### src/rtl/disp_pkg.sv
// Shared 7-segment glyphs and hex decode table for the scan counter display.
// Bit order: bit7..bit1 = segments a..g, bit0 = dp; all active-high.
package disp_pkg;

  localparam logic [7:0] SEG_BLANK = 8'h00;
  localparam logic [7:0] SEG_r     = 8'b0000_1010;
  localparam logic [7:0] SEG_u     = 8'b0011_1000;
  localparam logic [7:0] SEG_n     = 8'b0010_1010;
  localparam logic [7:0] SEG_H     = 8'b0110_1110;
  localparam logic [7:0] SEG_L     = 8'b0001_1100;
  localparam logic [7:0] SEG_t     = 8'b0001_1110;

  function automatic logic [7:0] hex_to_seg(input logic [3:0] nib);
    case (nib)
      4'h0:    return 8'b1111_1100;
      4'h1:    return 8'b0110_0000;
      4'h2:    return 8'b1101_1010;
      4'h3:    return 8'b1111_0010;
      4'h4:    return 8'b0110_0110;
      4'h5:    return 8'b1011_0110;
      4'h6:    return 8'b1011_1110;
      4'h7:    return 8'b1110_0000;
      4'h8:    return 8'b1111_1110;
      4'h9:    return 8'b1111_0110;
      4'hA:    return 8'b1110_1110;
      4'hB:    return 8'b0011_1110;
      4'hC:    return 8'b1001_1100;
      4'hD:    return 8'b0111_1010;
      4'hE:    return 8'b1001_1110;
      default: return 8'b1000_1110;
    endcase
  endfunction

  // Status word occupies the three leftmost digits: "run" or "HLt".
  function automatic logic [7:0] status_char(input int idx, input logic halt);
    case (idx)
      0:       return halt ? SEG_H : SEG_r;
      1:       return halt ? SEG_L : SEG_u;
      default: return halt ? SEG_t : SEG_n;
    endcase
  endfunction

endpackage

### src/rtl/seg7_hex_dec.sv
// Combinational hex nibble to 7-segment decoder (dp always off).
module seg7_hex_dec
  import disp_pkg::*;
(
  input  logic [3:0] nib,
  output logic [7:0] seg
);

  assign seg = hex_to_seg(nib);

endmodule

### src/rtl/scan_counter_display.sv
// Halt-gated cycle counter with a time-multiplexed multi-bank 7-segment readout.
// Optional build macro ZERO_BLANK_EN enables leading-zero suppression of counter digits.
module scan_counter_display
  import disp_pkg::*;
#(
  parameter int CNT_W    = 32,
  parameter int BANKS    = 2,
  parameter int DPB      = 4,
  parameter int SCAN_DIV = 1,
  parameter int NIB_OFS  = 0
) (
  input  logic                   clock,
  input  logic                   reset,
  input  logic                   halting,
  input  logic                   clear,
  output logic [CNT_W-1:0]       count,
  output logic                   ovf,
  output logic [8*BANKS-1:0]     seg,
  output logic [BANKS*DPB-1:0]   led_sel
);

  localparam int ND     = BANKS * DPB;
  localparam int SLOT_W = (DPB > 1) ? $clog2(DPB) : 1;
  localparam int PRE_W  = (SCAN_DIV > 1) ? $clog2(SCAN_DIV) : 1;

  logic [CNT_W-1:0]   count_reg;
  logic               ovf_reg;
  logic [PRE_W-1:0]   pre_reg;
  logic [SLOT_W-1:0]  slot_reg;
  logic [SLOT_W-1:0]  slot_next;
  logic               disp_en_reg;
  logic [8*BANKS-1:0] seg_reg;
  logic [8*BANKS-1:0] seg_next;
  logic [ND-1:0]      led_reg;
  logic [ND-1:0]      led_next;
  logic               scan_tick;
  logic [3:0]         digit_nib [ND];
  logic [ND-1:0]      digit_blank;

  always_ff @(posedge clock) begin
    if (reset) begin
      count_reg <= '0;
      ovf_reg   <= 1'b0;
    end else if (clear) begin
      count_reg <= '0;
      ovf_reg   <= 1'b0;
    end else if (!halting) begin
      count_reg <= count_reg + CNT_W'(1);
      if (&count_reg) ovf_reg <= 1'b1;
    end
  end

  assign scan_tick = disp_en_reg && (pre_reg == PRE_W'(SCAN_DIV - 1));
  assign slot_next = (slot_reg == SLOT_W'(DPB - 1)) ? '0 : slot_reg + SLOT_W'(1);

  // Select and segments load together on the scan tick, so they never skew.
  always_ff @(posedge clock) begin
    if (reset) begin
      pre_reg     <= '0;
      slot_reg    <= '0;
      disp_en_reg <= 1'b0;
      seg_reg     <= '0;
      led_reg     <= '1;
    end else begin
      disp_en_reg <= 1'b1;
      if (scan_tick) begin
        pre_reg  <= '0;
        slot_reg <= slot_next;
        seg_reg  <= seg_next;
        led_reg  <= led_next;
      end else if (disp_en_reg) begin
        pre_reg <= pre_reg + PRE_W'(1);
      end
    end
  end

  genvar gi;
  generate
    for (gi = 0; gi < ND; gi++) begin : g_digit
      if (gi < 3) begin : g_status
        assign digit_nib[gi]   = 4'h0;
        assign digit_blank[gi] = 1'b0;
      end else begin : g_counter
        assign digit_nib[gi] = count_reg[4*(ND-1-gi+NIB_OFS) +: 4];
        if (gi == ND - 1) begin : g_lsd
          assign digit_blank[gi] = 1'b0;
        end else begin : g_upper
`ifdef ZERO_BLANK_EN
          // Blank when this digit and every more-significant displayed digit is zero.
          localparam int TOP = 4*(ND-3+NIB_OFS) - 1;
          assign digit_blank[gi] = (count_reg[TOP : 4*(ND-1-gi+NIB_OFS)] == '0);
`else
          assign digit_blank[gi] = 1'b0;
`endif
        end
      end
    end

    for (gi = 0; gi < BANKS; gi++) begin : g_bank
      logic [3:0] nib_sel;
      logic [7:0] dec_seg;
      logic [7:0] char_sel;
      logic       use_char;
      logic       blank_sel;

      always_comb begin
        nib_sel   = 4'h0;
        char_sel  = SEG_BLANK;
        use_char  = 1'b0;
        blank_sel = 1'b0;
        for (int s = 0; s < DPB; s++) begin
          if (slot_next == SLOT_W'(s)) begin
            nib_sel   = digit_nib[gi*DPB + s];
            blank_sel = digit_blank[gi*DPB + s];
            if (gi*DPB + s < 3) begin
              use_char = 1'b1;
              char_sel = status_char(gi*DPB + s, halting);
            end
          end
        end
      end

      seg7_hex_dec u_dec (
        .nib (nib_sel),
        .seg (dec_seg)
      );

      assign seg_next[8*gi +: 8]    = use_char ? char_sel : (blank_sel ? SEG_BLANK : dec_seg);
      assign led_next[gi*DPB +: DPB] = ~(DPB'(1) << slot_next);
    end
  endgenerate

  assign count   = count_reg;
  assign ovf     = ovf_reg;
  assign seg     = seg_reg;
  assign led_sel = led_reg;

endmodule

### config.mk
export PLATFORM = sky130hd
export DESIGN_NAME = scan_counter_display
export DESIGN_NICKNAME = d
export VERILOG_FILES = /design/src/rtl/disp_pkg.sv /design/src/rtl/seg7_hex_dec.sv /design/src/rtl/scan_counter_display.sv
export SDC_FILE = /design/constraint.sdc
export NUM_CORES = 1
export LEC_CHECK = 0
export ABC_AREA = 1
export CAP_MARGIN = 30
export CORE_MARGIN = 8
export CORE_UTILIZATION = 53
export DETAILED_ROUTE_END_ITERATION = 10
export GPL_TIMING_DRIVEN = 0
export PLACE_DENSITY = 0.86
export RECOVER_POWER = 25
export SKIP_CTS_REPAIR_TIMING = 1
export SLEW_MARGIN = 30
export SYNTH_ARGS = -nofsm -noshare
export SYNTH_HDL_FRONTEND = slang
export SYNTH_HIERARCHICAL = 1
export SYNTH_SLANG_ARGS = --single-unit
### constraint.sdc
create_clock -name clock -period 2.93 [get_ports clock]
set_input_delay 0.293 -clock clock [delete_from_list [all_inputs] [get_ports clock]]
set_output_delay 0.293 -clock clock [all_outputs]
set_load 0.02 [all_outputs]
==> flow_summary.yaml <==
final_layout:
  final_cell_area_um2: 4300
  diodes: 0
  syn_to_final_growth_pct: 23.8
  seq_area_um2: 1140
  nFillCells: 552
  num-nets-final: 629
  finish.utilization_pct: 67.8
  layout-drive-gt1-share_pct: 7.55
  multiInputGateArea_um2: 1940
  largest_reg_flops: 32
worst_setup_path:
  crit_required_ns: 3.16
  cp-start-kind: "register"
  crit_fanout: 8
  arrival_ns: 2.83
  criticalPathCategory: "reg2reg"
  end_kind: "register"
sta:
  finalMaxSlewViolations: 0
  slew_headroom_pct: 65.3
  rsz0062_at_grt: "no"
  fin_skew_ns: 0.00665
  hold_violations: 0
  period_needed_ns: 2.60
  worstMarginPinSlew_ns: 0.521
  setup_violations: 0
  max_freq_mhz: 384
  setup_tns_ns: 0
  fin_hold_ws_ns: 0.366
  period_share_pct: 88.8
  finalWorstSetupSlack_ns: 0.328
placed_design:
  routabilityCongestion: 0.900
  portBuffers: 59
  placed_cell_area_um2: 4160
  dp_hpwl_um: 6860
  pre_cts_ws_ns: 0.364
synthesis:
  synth_cell_types: 31
  synthArstFlopShare_pct: 0
  synthCells: 535
  syn-cell-area_um2: 3480
  ys_ff_latch: 57
  synth_top_area_cell: "dfxtp_1"
  synth_enable_flop_cells: 0
  ys_warn_count: 6
  synth_area_leaders: "dfxtp_1 33%, nand2_1 15%, nor2_1 8.5%, ha_1 7.2%, nand3_1 6.5%"
  synth_ff_type: "dfxtp_1"
  synth_commonest_cells: "138 x nand2_1, 79 x nor2_1, 57 x dfxtp_1, 57 x inv_1, 45 x nand3_1"
  yosysMostFrequentCell: "nand2_1"
  ys_seq_area_share_pct: 32.8
  syn_area_per_cell_um2: 6.50
  syn_nets: 559
  netlist.area_leader.share_pct: 32.8
die:
  die_y_um: 97.0
  initial_core_util_pct: 54.7
  die_x_um: 97.0
  pin_count: 61
  rows: 29
  core_area_um2: 6350
  fp.dieArea_um2: 9410
grt:
  grt_pass1_wl_um: 15600
  grt_overflow_total: 0
  grt_pass1_vias: 3425
  grt_max_degree: 11
  grt_antenna_before_repair: 0
  grt_use_total_pct: 19.6
cts:
  cts-root-buf: "clkbuf_8"
  cts_tree: "built"
  worstSkewPairLatency_ns: 0.34
  clock_path_buffers: 2
  cts_sinks: 57
  clk_pin_slew_ns: 0.06
  htreeDepth: 3
  cts_buffers: 9
routing:
  drt_iter0_drc: 174
  wl_per_cell_um: 13.1
  wl_um: 9010
  drc: 0
  vias: 3590
  first_pass_iters: 5
  avgViaCountPerCell: 5.23
  final_antenna_net_count: 0
pwr:
  cellPowerDensity_nw_per_um2: 425
  p_leak_nw: 1.69
  max-vdd-ir-drop_mv: 0.426
outcome:
  outcome: "completed"
worst_hold_path:
  hold_class: "in2reg"
run:
  drv_cap: 0
[per-layer routing]
| layer | wire length [um] | up-vias | GRT usage [%] |
|---|---|---|---|
| li1 | - | 1832 | - |
| met1 | 3840 | 1619 | 21.6 |
| met2 | 4380 | 118 | 33.4 |
| met3 | 584 | 21 | 6.33 |
| met4 | 206 | 0 | 8.40 |
| met5 | 0 | - | 0 |
[layout by cell type (no fill, tap or decap)]
| cell type | count |
|---|---|
| nand2_1 | 142 |
| nor2_1 | 81 |
| inv_1 | 57 |
| dfxtp_1 | 57 |
| clkdlybuf4s50_1 | 52 |
| nand3_1 | 47 |
| o21ai_0 | 35 |
| a21oi_1 | 34 |
| ha_1 | 20 |
| clkbuf_8 | 11 |
| nor2_2 | 9 |
| buf_4 | 9 |
| clkbuf_1 | 8 |
| dlygate4sd3_1 | 7 |
| nor3_1 | 6 |
| buf_2 | 4 |
| o2111ai_1 | 4 |
| nor2_4 | 4 |
| nand2_2 | 3 |
| xor2_1 | 3 |
| a31oi_1 | 2 |
| clkinv_2 | 2 |
| inv_2 | 2 |
| conb_1 | 2 |
| clkinvlp_2 | 1 |
| nand4_1 | 1 |
| xnor2_1 | 1 |
| clkinv_1 | 1 |
| a21o_1 | 1 |
| o22ai_1 | 1 |
| o211ai_1 | 1 |
| bufinv_16 | 1 |
[layout make-up]
type,count,share of cell area [%]
timing repair buffer,59,13.7
tap,77,2.24
clock buffer,12,3.61
sequential,57,26.5
clock inverter,3,0.931
buffer,20,2.65
multi-input combinational,397,45.0
inverter,61,5.35
[worst max-delay path, cell delays in order, from the launching register on]
cell	delay, ns
dfxtp_1	0.38
inv_1	0.11
ha_1	0.30
nor2_2	0.28
nand3_1	0.16
o2111ai_1	0.11
o21ai_0	0.10
inv_1	0.14
inv_1	0.11
ha_1	0.30
nand2_1	0.08
o21ai_0	0.08
nand2_1	0.07
nand2_1	0.04
o21ai_0	0.17
nor2_1	0.05
[cell families after synthesis]
kind of cell | synth area share [%]
other | 0.216
AOI/OAI and AO/OA | 11.9
DFF | 32.8
buffers and inverters | 10.0
xor gates and xnor gates | 1.01
adders and majority gates | 7.20
and+or+nand+nor | 36.8
[through the flow]
| stage | cells | power (mW) |
|---|---|---|
| 2_1_floorplan | 535 | 1.01 |
| 3_5_place_dp | 671 | 1.11 |
| 6_report | 686 | 1.83 |
| 3_3_place_gp | 671 | 1.10 |
| 5_1_grt | 686 | 1.92 |
| 4_1_cts | 686 | 1.84 |
[path summary, 6_finish.rpt]
kind                                               start                   end  slack, ns  cells past startpoint
worst max register to register  slot_reg[0]$_SDFFE_PP0P_  seg[12]$_SDFFE_PP0P_       0.33                     15
worst max-delay path            slot_reg[0]$_SDFFE_PP0P_  seg[12]$_SDFFE_PP0P_       0.33                     15
worst min-delay path                               reset   seg[1]$_SDFFE_PP0P_       0.37                      2
worst min register to register       disp_en_reg$_DFF_P_  pre_reg$_SDFFE_PP0P_       0.42                      1
[where the power goes]
part | total [mW] | internal [mW] | switching [mW] | leakage, nW
clock network | 0.748 | 0.432 | 0.316 | 0.102
logic | 0.263 | 0.105 | 0.157 | 1.12
registers | 0.819 | 0.802 | 0.0170 | 0.465
(Power assumes the default switching activity.)
